File: src/rtl/fir_out_fifo.sv
// FIR output stage: drops PIPE_LAT warm-up captures, buffers results in a FWFT FIFO on a valid/ready stream.
// Latency: capture one cycle after the strobe, visible the cycle after capture; a push while full with no pop is dropped and counted.
module fir_out_fifo #(
  parameter int DATA_W   = 16,
  parameter int DEPTH    = 8,
  parameter int PIPE_LAT = 6
) (
  input  logic                       clk_i,
  input  logic                       rst_i,
  input  logic                       valid_strobe,
  input  logic [DATA_W-1:0]          fir_data,
  input  logic                       flush_i,
  output logic [DATA_W-1:0]          m_data,
  output logic                       m_valid,
  input  logic                       m_ready,
  output logic [$clog2(DEPTH):0]     level,
  output logic                       overflow,
  output logic [7:0]                 drop_cnt
);

  localparam int PW = $clog2(DEPTH);
  localparam int LW = PW + 1;
  localparam int WW = (PIPE_LAT > 0) ? $clog2(PIPE_LAT + 1) : 1;
  localparam logic [LW-1:0] FULL_LVL = LW'(DEPTH);
  localparam logic [WW-1:0] WU_DONE  = WW'(PIPE_LAT);

  logic              strb_q, strb_d;
  logic [WW-1:0]     wu_q, wu_d;
  logic [PW-1:0]     rd_ptr_q, rd_ptr_d;
  logic [PW-1:0]     wr_ptr_q, wr_ptr_d;
  logic [LW-1:0]     level_q, level_d;
  logic              overflow_q, overflow_d;
  logic [7:0]        drop_cnt_q, drop_cnt_d;
  logic [DATA_W-1:0] mem_q [DEPTH];
  logic [DATA_W-1:0] mem_d [DEPTH];

  logic capture, push, pop, full, wr_en, drop_en;

  assign m_valid  = (level_q != '0);
  assign m_data   = mem_q[rd_ptr_q];
  assign level    = level_q;
  assign overflow = overflow_q;
  assign drop_cnt = drop_cnt_q;

  always_comb begin
    strb_d     = valid_strobe;
    wu_d       = wu_q;
    rd_ptr_d   = rd_ptr_q;
    wr_ptr_d   = wr_ptr_q;
    level_d    = level_q;
    overflow_d = overflow_q;
    drop_cnt_d = drop_cnt_q;
    mem_d      = mem_q;
    wr_en      = 1'b0;
    drop_en    = 1'b0;

    // fir_data was updated on the strobe edge, so the registered strobe marks it valid
    capture = strb_q;
    push    = capture && (wu_q == WU_DONE);
    pop     = m_valid && m_ready;
    full    = (level_q == FULL_LVL);

    // Warm-up keeps counting through a flush; only the buffer state is cleared
    if (capture && !push) begin
      wu_d = wu_q + WW'(1);
    end

    if (flush_i) begin
      rd_ptr_d   = '0;
      wr_ptr_d   = '0;
      level_d    = '0;
      overflow_d = 1'b0;
      drop_cnt_d = '0;
    end else begin
      // A pop on the same edge frees the slot, so a full FIFO still accepts the push
      wr_en   = push && (!full || pop);
      drop_en = push && full && !pop;
      if (wr_en) begin
        mem_d[wr_ptr_q] = fir_data;
        wr_ptr_d        = wr_ptr_q + PW'(1);
      end
      if (pop) begin
        rd_ptr_d = rd_ptr_q + PW'(1);
      end
      level_d = level_q + LW'(wr_en) - LW'(pop);
      if (drop_en) begin
        overflow_d = 1'b1;
        if (drop_cnt_q != 8'hFF) begin
          drop_cnt_d = drop_cnt_q + 8'd1;
        end
      end
    end
  end

  always_ff @(posedge clk_i or posedge rst_i) begin
    if (rst_i) begin
      strb_q     <= 1'b0;
      wu_q       <= '0;
      rd_ptr_q   <= '0;
      wr_ptr_q   <= '0;
      level_q    <= '0;
      overflow_q <= 1'b0;
      drop_cnt_q <= '0;
      for (int i = 0; i < DEPTH; i++) begin
        mem_q[i] <= '0;
      end
    end else begin
      strb_q     <= strb_d;
      wu_q       <= wu_d;
      rd_ptr_q   <= rd_ptr_d;
      wr_ptr_q   <= wr_ptr_d;
      level_q    <= level_d;
      overflow_q <= overflow_d;
      drop_cnt_q <= drop_cnt_d;
      for (int i = 0; i < DEPTH; i++) begin
        mem_q[i] <= mem_d[i];
      end
    end
  end

endmodule
File: config.mk
export PLATFORM = sky130hd
export DESIGN_NAME = fir_out_fifo
export DESIGN_NICKNAME = d
export VERILOG_FILES = /design/src/rtl/fir_out_fifo.sv
export SDC_FILE = /design/constraint.sdc
export NUM_CORES = 1
export LEC_CHECK = 0
export ABC_AREA = 0
export CORE_MARGIN = 1
export CORE_UTILIZATION = 35
export CTS_CLUSTER_DIAMETER = 40
export DETAILED_ROUTE_END_ITERATION = 8
export PLACE_DENSITY_LB_ADDON = 0.3
export RECOVER_POWER = 25
export SETUP_SLACK_MARGIN = 0.05
export SLEW_MARGIN = 15
export SYNTH_ARGS = -nofsm -noshare
export SYNTH_HDL_FRONTEND = slang
export SYNTH_SLANG_ARGS = --single-unit
export TNS_END_PERCENT = 50
File: constraint.sdc
create_clock -name clk_i -period 11.95 [get_ports clk_i]
set_input_delay 2.9875 -clock clk_i [delete_from_list [all_inputs] [get_ports clk_i]]
set_output_delay 2.9875 -clock clk_i [all_outputs]
set_load 0.03 [all_outputs]
Word level (Yosys, flattened, before mapping)
Index checks and enable logic that the tools add are counted.

storage, ports and cells
  input bits = 21
  bits in read-only memories = 0
  memories kept = 0
  bits in registers = 151
  memory bits (writable) = 0
  bits in latches = 0
  output and inout bits = 30

operators by class
  multiplexer cells = 16
  div/mod/pow operators = 0
  add/subtract/negate cells = 6
  eq/ne operators = 3
  $lt $le $gt $ge = 3
  multipliers = 0
  bitwise operators = 3
  shifts and indexed selects = 0
  reductions and logical operators = 18

operators by type and width
  kind                                                 number
  bitwise mux 128 bit                                  1
  binary-select mux 16 bit (select 3 bit)              1
  demux 16 bit (select 3 bit)                          1
  2-to-1 mux 16 bit                                    3
  2-to-1 mux 8 bit                                     3
  2-to-1 mux 3 bit                                     4
  adder 3 x 1 -> 3 bit (second input constant)         3
  adder 8 x 1 -> 8 bit (second input constant)         1
  >= comparator 4 bit (second input constant)          2
  inequality test 8 bit (second input constant)        1
  inverter 3 -> 4 bit                                  2
  nonzero test 2 bit                                   4
  logical AND 1 bit                                    7
  adder 4 x 1 -> 4 bit                                 1
  == test 4 bit (second input constant)                1
  < comparator 4 x 1 -> 1 bit (second input constant)  1
  2-to-1 mux 4 bit                                     1
  AND reduction 2 bit                                  2
  nonzero test 4 bit                                   1
  subtractor 4 x 1 -> 4 bit                            1
  == test 3 bit (second input constant)                1
  logical NOT 1 bit                                    3
  2-to-1 mux 1 bit                                     2
  logical OR 1 bit                                     1
  inverter 1 bit                                       1

Depth between registers and ports, before layout
Gate-level depths: netlist of the first run.

  depth after elaboration = 7
  depth in mapped cells = 13
  mapped depth without buffers = 12

Worst setup path before layout of the first run
No wires, ideal clock.

  path kind = reg2out
  start point = reg rd_ptr_q[0]
  end point = out m_data[0]
  required time = 8963 ps
  buffers on the path = 2
  setup slack = 7173 ps
  arrival = 1789 ps
  cell stages (with the launch flop) = 5
  cells stage by stage = dfrtp_1 -> clkbuf_1 -> buf_2 -> mux4_2 -> mux2_2

on the way
  word-level cells in the longest chain between the ends = 4

ends and longest elaborated chain
  item                                                   line  text
  start, declared                                        29    logic [PW-1:0] rd_ptr_q, rd_ptr_d;
  start signal, assigned                                 110   rd_ptr_q <= rd_ptr_d;
  inverter 3 -> 4 bit (implied by the code)              40    assign m_data = mem_q[rd_ptr_q];
  binary-select mux 16 bit (select 3 bit)                40
  2-to-1 mux 16 bit (implied by the code) (2 in series)  40
  end, declared                                          13    output logic [DATA_W-1:0] m_data,

Every way passes these cells. The select of a mux whose other input is x is not followed.

==> results of run 1 <==
==> cells in the mapped netlist, drive strengths merged (2+ instances only) <==
library cell / n
mux2: 146
nand4b: 2
or3: 2
nand3: 13
a211oi: 2
inv: 12
xor2: 2
nand4: 3
o31ai: 2
or4: 4
mux4: 32
clkbuf: 11
nor2b: 8
buf: 14
dfrtp: 151
or3b: 2
xnor2: 5
nor3: 2
ha: 11
nand2: 7
a21oi: 10
o21ai: 3
nor2: 14
==> worst max-delay path by stage <==
stage / startpoint / endpoint / slack (ps) / cells past startpoint
2_1_floorplan: rst_i / capture$_DFF_PP0_ / 4900 / 1
3_3_place_gp: m_ready / mem_q[52]$_DFFE_PP0P_ / 5990 / 5
3_5_place_dp: m_ready / mem_q[72]$_DFFE_PP0P_ / 5760 / 5
4_1_cts: rd_ptr_q[0]$_DFFE_PP0P_ / m_data[10] / 5820 / 4
5_1_grt: rst_i / mem_q[87]$_DFFE_PP0P_ / 5110 / 3
6_report: rst_i / mem_q[56]$_DFFE_PP0P_ / 5830 / 3
==> cells by family after synthesis <==
group | count (synthesis) | share of synthesized area
AOI/OAI and AO/OA | 20 | 0.0168
xor gates and xnor gates | 7 | 0.00878
adders and majority gates | 12 | 0.0226
buffers and inverters | 37 | 0.0229
DFF | 151 | 0.541
muxes | 179 | 0.340
and+or+nand+nor | 61 | 0.0475
==> state kept, by name, summed over array words and instances (netlist names) <==
register  count
level         4
capture       1
overflow      1
drop_cnt      8
wu_q          3
wr_ptr_q      3
mem_q       128
rd_ptr_q      3
==> layer usage <==
| layer | up-vias | part of all wire |
|---|---|---|
| met5 | - | 0 |
| li1 | 1818 | - |
| met2 | 54 | 0.50 |
| met3 | 19 | 0.027 |
| met1 | 2135 | 0.45 |
| met4 | 0 | 0.016 |
==> stage by stage <==
step / area [sq um] / std cells / hold WS (ps) / setup WS (ps) / util
final: 8330 / 793 / 497 / 5830 / 0.427
after global placement: 7740 / 761 / 482 / 5990 / 0.396
after detailed placement: 7740 / 761 / 487 / 5760 / 0.396
after global routing: 8330 / 793 / 516 / 5110 / 0.427
after CTS: 8340 / 793 / 500 / 5820 / 0.427
after floorplan: 6980 / 467 / 471 / 4900 / -
==> area by class of cell <==
class / count / area (sq um)
Fill cell: 1795 / 11200
Sequential cell: 151 / 3780
Multi-Input combinational cell: 279 / 3040
Timing Repair Buffer: 54 / 531
Clock buffer: 23 / 478
Tap cell: 265 / 332
Clock inverter: 9 / 123
Inverter: 12 / 46.3
==> power by group through the flow <==
stage	sequential, W	clock [W]	combinational (W)
3_3_place_gp	0.000623	0	0.000454
2_1_floorplan	0.000605	0	0.000328
6_report	0.000618	0.000543	0.000455
4_1_cts	0.000618	0.000557	0.000464
5_1_grt	0.000627	0.000576	0.000492
3_5_place_dp	0.000627	0	0.000460
==> critical path: stages <==
cell and delay (ps):
dlygate4sd3_1 550, clkinvlp_2 2020, buf_4 930
==> impl_metrics.csv, run 1 <==
group,metric,value,unit
worst_setup_path,cp-start-kind,"input port",
clock_network,path_clk_slew,50,ps
power,p_total,0.00162,W
timing,final_max_slew_viol_count,85,
layout,drive_above_1_share,0.415,
placement,place.gp.congestion,0.760,
power,p_seq_frac,0.382,
worst_setup_path,cp.arrival,6560,ps
floorplan,die_y,143,microns
global_route,grt_pass1_vias,4295,
synth,yosysTopAreaCell,"dfrtp_1",
min_path,hold_start,"mem_q[30]$_DFFE_PP0P_",
min_path,hold_class,"register to register",
timing,fmax,0.163,GHz
synth,ys_seq_area_frac,0.541,
worst_setup_path,end_kind,"async pin",
power,p_leak,3.85,nW
global_route,grt_max_degree,85,
run_status,violations,"max-capacitance violations, max-slew violations",
clock_network,cts_resized,0,
global_route,top_usage_layer,"met2",
timing,fin_crit,6120,ps
placement,dp_hpwl,8.93,mm
floorplan,floorplan.initialDensity,0.358,
worst_setup_path,r2r_end,"mem_q[48]$_DFFE_PP0P_",
placement,portBuffers,50,
worst_setup_path,crit_path_max_fanout,84,
synth,synth_cell_types,37,
synth,synth-edff-count,0,
clock_network,ctsHoldBuffers,0,
power,combPwrFrac,0.282,
synth,syn_nets,500,
global_route,grt_pass1_wl,22.9,mm
synth,ys.flop_type,"dfrtp_1",
worst_setup_path,reg2reg_from,"wu_q[0]$_DFFE_PP0P_",
drt,ant_nets,0,
layout,layout_common_cells,"dfrtp_1 (149), mux2_2 (146), clkdlybuf4s50_1 (48), mux4_2 (32), clkbuf_16 (17)",
job,maxCapViolCount,1,
worst_setup_path,required,12390,ps
global_route,track_usage,0.149,
drt,drc,0,
drt,firstDrtPassIters,4,
clock_network,cts_setup_buffers,0,
synth,synth_top_area_share,0.541,
timing,worst_pin_slew,3620,ps
global_route,antenna_found_initial,0,
worst_setup_path,crit_type,"input port to async pin",
power,intPower,0.00114,W
synth,async_reset_ff_frac,1.00,
synth,netlist_instances,467,
timing,setup_viol_count_final,0,
synth,synth.area.top_cells,"dfrtp_1 (54%), mux2_2 (24%), mux4_2 (10%)",
timing,fin_crit_sh,0.512,
power,clockPowerShare,0.336,
run_status,status,"complete, but fails checks",
clock_network,clockBufferDepth,2,
global_route,grt_use_met3,0.0345,
power,ir_worst_vdd,115,uV
timing,finClkSkew,4.46,ps
floorplan,core-area,19500,sq um
synth,yosys_warnings,0,
synth,netlist_area,6980,sq um
synth,syn_area_per_cell,15.0,sq um
global_route,grt.overflow.total,0,
layout,final_common_cell,"dfrtp_1",
clock_network,cts_root_buffer,"clkbuf_16",
layout,nets,548,
clock_network,htreeDepth,4,
drt,routed_wl,14.0,mm
worst_setup_path,r2r_setup_slack,8590,ps
min_path,min_path_cells,1,
power,powerDensity,194,nW/um^2
synth,ys_seq_elements,151,
floorplan,fp.dieW,143,microns
floorplan,num_rows,51,
layout,area_growth,19.4,%
global_route,grt_use_met1,0.191,
power,power.switching,0.000477,W
timing,slew_headroom,-1.42,
power,switching_share,0.295,
timing,fin_tns_setup,0,ps
global_route,use_met2,0.245,
timing,rsz0062_at_grt,"no",
clock_network,clk_latency,420,ps
timing,finalHoldViolations,0,
drt,viasPerCell,5.08,
floorplan,io_pins,51,
drt,wl_per_cell,17.7,microns
clock_network,clock-sinks,151,
layout,n_antenna_cell,0,
drt,drt_iter0_markers,194,
min_path,min_to,"mem_q[30]$_DFFE_PP0P_",
drt,vias,4026,
worst_setup_path,r2r.worst_path.cells,6,
clock_network,cts_inserted_buffers,17,
floorplan,die_area,20500,sq um
clock_network,cts_tree,"done",
No activity file was read; power rests on OpenSTA's default activity.
==> run 2, diff against run 1 <==
==> constraint.sdc (replaced) <==
create_clock -name clk_i -period 5.82 [get_ports clk_i]
set_input_delay 1.455 -clock clk_i [delete_from_list [all_inputs] [get_ports clk_i]]
set_output_delay 1.455 -clock clk_i [all_outputs]
set_load 0.03 [all_outputs]
==> impl_metrics.csv, run 2 (same netlist as run 1, synthesis figures left out) <==
group,metric,value,unit
timing,rsz0062_at_grt,"no",
floorplan,num_rows,51,
placement,dp_hpwl,9.51,mm
min_path,hold_class,"register to register",
power,intPower,0.00224,W
layout,fin_area,8360,sq um
global_route,grt.overflow.total,0,
worst_setup_path,required,4370,ps
floorplan,fp.dieW,143,microns
floorplan,io_pins,51,
power,powerDensity,389,nW/um^2
layout,layout_common_cells,"dfrtp_1 (149), mux2_2 (146), clkdlybuf4s50_1 (47), mux4_2 (32), clkbuf_16 (17)",
timing,setup_viol_count_final,0,
placement,dp_cells,769,
run_status,status,"complete, but fails checks",
drt,routed_wl,14.9,mm
global_route,grt_max_degree,125,
clock_network,clock-sinks,151,
power,switching_share,0.312,
timing,worst_pin_slew,2690,ps
layout,nets,556,
floorplan,floorplan.initialDensity,0.358,
worst_setup_path,cp_top_family,"buffers and inverters",
drt,firstDrtPassIters,6,
drt,ant_nets,0,
layout,final_common_cell,"dfrtp_1",
layout,fillCellCount,1802,
drt,wl_met1,6.78,mm
drt,top_layer_used,"met4",
clock_network,cts_resized,0,
power,p_seq_frac,0.389,
power,ir_worst_vdd,168,uV
timing,fin_tns_setup,0,ps
layout,final_cells,800,
worst_setup_path,critPathSlowestCell,"dfrtp_2",
floorplan,core-area,19500,sq um
timing,layout_setup_ws,1460,ps
worst_setup_path,cp-start-kind,"register",
job,maxCapViolCount,1,
global_route,antenna_found_initial,0,
power,p_total,0.00325,W
drt,drc,0,
placement,placed_area,7800,sq um
timing,fin_crit,4360,ps
clock_network,cts_tree,"done",
global_route,track_usage,0.157,
drt,wl_met3,367,microns
worst_setup_path,crit_chain,"buf_4 -> mux4_2 -> mux2_2 -> clkdlybuf4s50_1",
drt,wl_per_cell,18.7,microns
layout,drive_above_1_share,0.426,
clock_network,clockBufferDepth,2,
floorplan,die_area,20500,sq um
clock_network,htreeDepth,4,
placement,dp_worst_setup_slack,1610,ps
timing,slew_headroom,-0.793,
run_status,violations,"max-capacitance violations, max-slew violations",
worst_setup_path,end_kind,"primary output",
timing,final_max_slew_viol_count,125,
power,power.switching,0.00102,W
power,p_leak,3.84,nW
worst_setup_path,cp.arrival,2910,ps
global_route,grt_pass1_vias,4316,
drt,wl_met2,7.61,mm
worst_setup_path,crit_path_max_fanout,12,
worst_setup_path,slowest_delay,630,ps
worst_setup_path,crit_type,"register to primary output",
clock_network,clk_latency,420,ps
clock_network,cts_inserted_buffers,17,
power,clockPowerShare,0.321,
global_route,grt_pass1_wl,24.0,mm
placement,place.gp.congestion,0.760,
drt,drt_iter0_markers,203,
clock_network,cts_setup_buffers,0,
layout,largest_reg_flops,128,
drt,viasPerCell,5.07,
timing,fin_crit_sh,0.750,
timing,fmax,0.229,GHz
layout,area_growth,19.7,%
clock_network,ctsHoldBuffers,0,
worst_setup_path,worst-path-buf-inv,2,
drt,vias,4052,
placement,portBuffers,50,
clock_network,path_clk_slew,60,ps
clock_network,cts_root_buffer,"clkbuf_16",
timing,finClkSkew,7.61,ps
timing,finalHoldViolations,0,
power,combPwrFrac,0.289,
layout,n_antenna_cell,0,
floorplan,die_y,143,microns
layout,top_register,"mem_q",
[run 2: cell types whose count changed in the layout (fill, tap and decap cells not counted)]
cell	previous run	this run
buf_4	4	12
clkinvlp_4	1	6
clkinv_2	5	1
inv_6	0	3
bufinv_16	3	1
clkbuf_1	3	1
clkbuf_8	3	1
clkdlybuf4s50_1	48	47
clkinv_4	0	1
clkinvlp_2	1	0
dlygate4sd3_1	2	3
inv_8	0	1
[run 2: area by class of cell]
type	instances	area [sq um]	area share
well taps	265	332	0.0397
flip-flops and latches	151	3780	0.452
clock buffers	19	443	0.0530
inverters	12	48.8	0.00584
multi-input cells	279	3040	0.364
repair buffers	62	591	0.0707
clock inverters	12	119	0.0142
[run 2: final timing paths]
check / startpoint / to / slack (ps) / cells past startpoint
max: rd_ptr_q[0]$_DFFE_PP0P_ / m_data[7] / 1460 / 4
min: mem_q[91]$_DFFE_PP0P_ / mem_q[91]$_DFFE_PP0P_ / 500 / 1
max reg2reg: wu_q[0]$_DFFE_PP0P_ / mem_q[96]$_DFFE_PP0P_ / 2780 / 7
min reg2reg: mem_q[91]$_DFFE_PP0P_ / mem_q[91]$_DFFE_PP0P_ / 500 / 1
max in group asynchronous: rst_i / rd_ptr_q[0]$_DFFE_PP0P_ / 1980 / 2
min in group asynchronous: rst_i / level[3]$_DFF_PP0_ / 2360 / 2
[run 2: per-stage QoR]
stage               hold slack (ps)  utilization
floorplan                       471            -
global placement                482        0.399
detailed placement              487        0.399
CTS                             500        0.428
global route                    507        0.428
finish                          497        0.428
[run 2: per-layer routing]
layer  global-route usage  vias to the layer above
met5                    0                        -
met1                0.202                     2163
met2                0.265                       40
met4               0.0470                        0
met3               0.0352                       13
li1                     -                     1836
[run 2: power by group through the flow]
stage	Clock (W)	Sequential [W]	Combinational, W
3_5_place_dp	0	0.00129	0.000955
4_1_cts	0.00107	0.00127	0.000960
6_report	0.00105	0.00127	0.000941
3_3_place_gp	0	0.00128	0.000941
5_1_grt	0.00111	0.00128	0.00102
2_1_floorplan	0	0.00124	0.000673
==> run 3, diff against run 2 <==
==> constraint.sdc (replaced) <==
create_clock -name clk_i -period 4.4 [get_ports clk_i]
set_input_delay 1.1 -clock clk_i [delete_from_list [all_inputs] [get_ports clk_i]]
set_output_delay 1.1 -clock clk_i [all_outputs]
set_load 0.03 [all_outputs]
==> impl_metrics.csv, run 3 (same netlist as run 1, synthesis figures left out) <==
group,metric,value,unit
timing,slew_headroom,-0.361,
floorplan,die_area,20500,sq um
drt,vias,4063,
worst_setup_path,crit_chain,"buf_12 -> mux4_2 -> mux2_2 -> clkdlybuf4s50_1",
timing,fmax,0.274,GHz
clock_network,clock-sinks,151,
clock_network,path_clk_slew,60,ps
floorplan,core-area,19500,sq um
timing,fin_tns_setup,0,ps
timing,setup_viol_count_final,0,
placement,place.gp.congestion,0.767,
power,p_total,0.00449,W
min_path,hold_class,"register to register",
drt,viasPerCell,5.06,
worst_setup_path,end_kind,"primary output",
worst_setup_path,r2r_setup_slack,1730,ps
layout,layout_common_cells,"dfrtp_1 (150), mux2_2 (146), clkdlybuf4s50_1 (47), mux4_2 (32), clkbuf_16 (17)",
drt,firstDrtPassIters,5,
timing,finClkSkew,5.71,ps
worst_setup_path,crit_type,"register to primary output",
floorplan,num_rows,51,
global_route,grt.overflow.total,0,
layout,top_register,"mem_q",
floorplan,io_pins,51,
floorplan,fp.dieW,143,microns
timing,worst_pin_slew,2040,ps
global_route,grt_max_degree,152,
timing,fin_crit_sh,0.829,
global_route,track_usage,0.155,
power,ir_worst_vdd,307,uV
layout,n_antenna_cell,0,
global_route,grt_pass1_vias,4185,
worst_setup_path,critPathSlowestCell,"clkdlybuf4s50_1",
run_status,violations,"max-capacitance violations, max-slew violations",
drt,drt_iter0_markers,213,
clock_network,htreeDepth,4,
layout,final_core_util,0.433,
placement,portBuffers,50,
worst_setup_path,cp-start-kind,"register",
drt,routed_wl,14.7,mm
global_route,antenna_found_initial,0,
drt,ant_nets,0,
timing,fin_crit,3650,ps
clock_network,ctsHoldBuffers,0,
layout,largest_reg_flops,128,
timing,rsz0062_at_grt,"no",
worst_setup_path,slowest_delay,600,ps
floorplan,floorplan.initialDensity,0.358,
layout,drive_above_1_share,0.426,
run_status,status,"complete, but fails checks",
clock_network,clockBufferDepth,2,
timing,finalHoldViolations,0,
clock_network,cts_resized,0,
job,maxCapViolCount,1,
worst_setup_path,cp_top_family,"buffers and inverters",
clock_network,clk_latency,430,ps
clock_network,cts_inserted_buffers,17,
layout,final_common_cell,"dfrtp_1",
clock_network,cts_root_buffer,"clkbuf_16",
layout,area_growth,21.1,%
power,powerDensity,531,nW/um^2
global_route,grt_pass1_wl,23.5,mm
drt,wl_per_cell,18.3,microns
drt,drc,0,
placement,dp_hpwl,9.09,mm
worst_setup_path,required,3300,ps
clock_network,cts_setup_buffers,0,
clock_network,cts_tree,"done",
power,p_leak,3.90,nW
timing,final_max_slew_viol_count,152,
worst_setup_path,cp.arrival,2550,ps
floorplan,die_y,143,microns
layout,nets,558,
worst_setup_path,crit_path_max_fanout,34,
worst_setup_path,worst-path-buf-inv,2,
==> run 3: worst paths after layout <==
kind	from	cells after the start	endpoint
setup / recovery	rd_ptr_q[0]$_DFFE_PP0P_	4	m_data[9]
hold / removal	mem_q[3]$_DFFE_PP0P_	1	mem_q[3]$_DFFE_PP0P_
setup reg to reg	level[2]$_DFF_PP0_	11	level[2]$_DFF_PP0_
hold reg to reg	mem_q[3]$_DFFE_PP0P_	1	mem_q[3]$_DFFE_PP0P_
max in group asynchronous	rst_i	3	rd_ptr_q[0]$_DFFE_PP0P_
min in group asynchronous	rst_i	3	mem_q[23]$_DFFE_PP0P_
==> run 3: layer usage <==
metal	routed length (microns)	vias to the layer above	GRT usage	part of all wire
met2	7400	58	0.252	0.50
li1	-	1841	-	-
met4	223	0	0.0633	0.015
met3	427	15	0.0325	0.029
met5	0	-	0	0
met1	6680	2149	0.202	0.45
==> run 3: worst register-to-register path, delay by kind of cell, from the launching register on <==
| kind | cells | cell delay (ps) |
|---|---|---|
| flip-flops | 1 | 390 |
| AND/OR/NAND/NOR | 3 | 720 |
| adder cells (fa/ha/maj) | 4 | 1070 |
| buffers and inverters | 3 | 210 |
| XOR/XNOR | 1 | 160 |
==> run 3: final cells by class <==
cell class / instances / area (sq um)
fillers: 1790 / 11100
well taps: 265 / 332
clock buffers: 19 / 433
inverters: 12 / 48.8
flip-flops and latches: 151 / 3780
multi-input cells: 279 / 3040
clock inverters: 13 / 204
repair buffers: 64 / 618
==> run 3: report_power, final <==
| part | switching (W) | internal, W |
|---|---|---|
| clock | 0.000565 | 0.00100 |
| combinational | 0.000660 | 0.000646 |
| sequential | 0.0000880 | 0.00153 |
==> run 3: metrics by stage <==
step / cells / area (sq um) / hold slack, ps / worst slack (ps)
after CTS: 803 / 8470 / 503 / 701
after floorplan: 467 / 6990 / 471 / 1400
after global placement: 771 / 7830 / 481 / 1070
final: 803 / 8460 / 501 / 754
after global routing: 803 / 8460 / 510 / 597
after detailed placement: 771 / 7830 / 488 / 1060
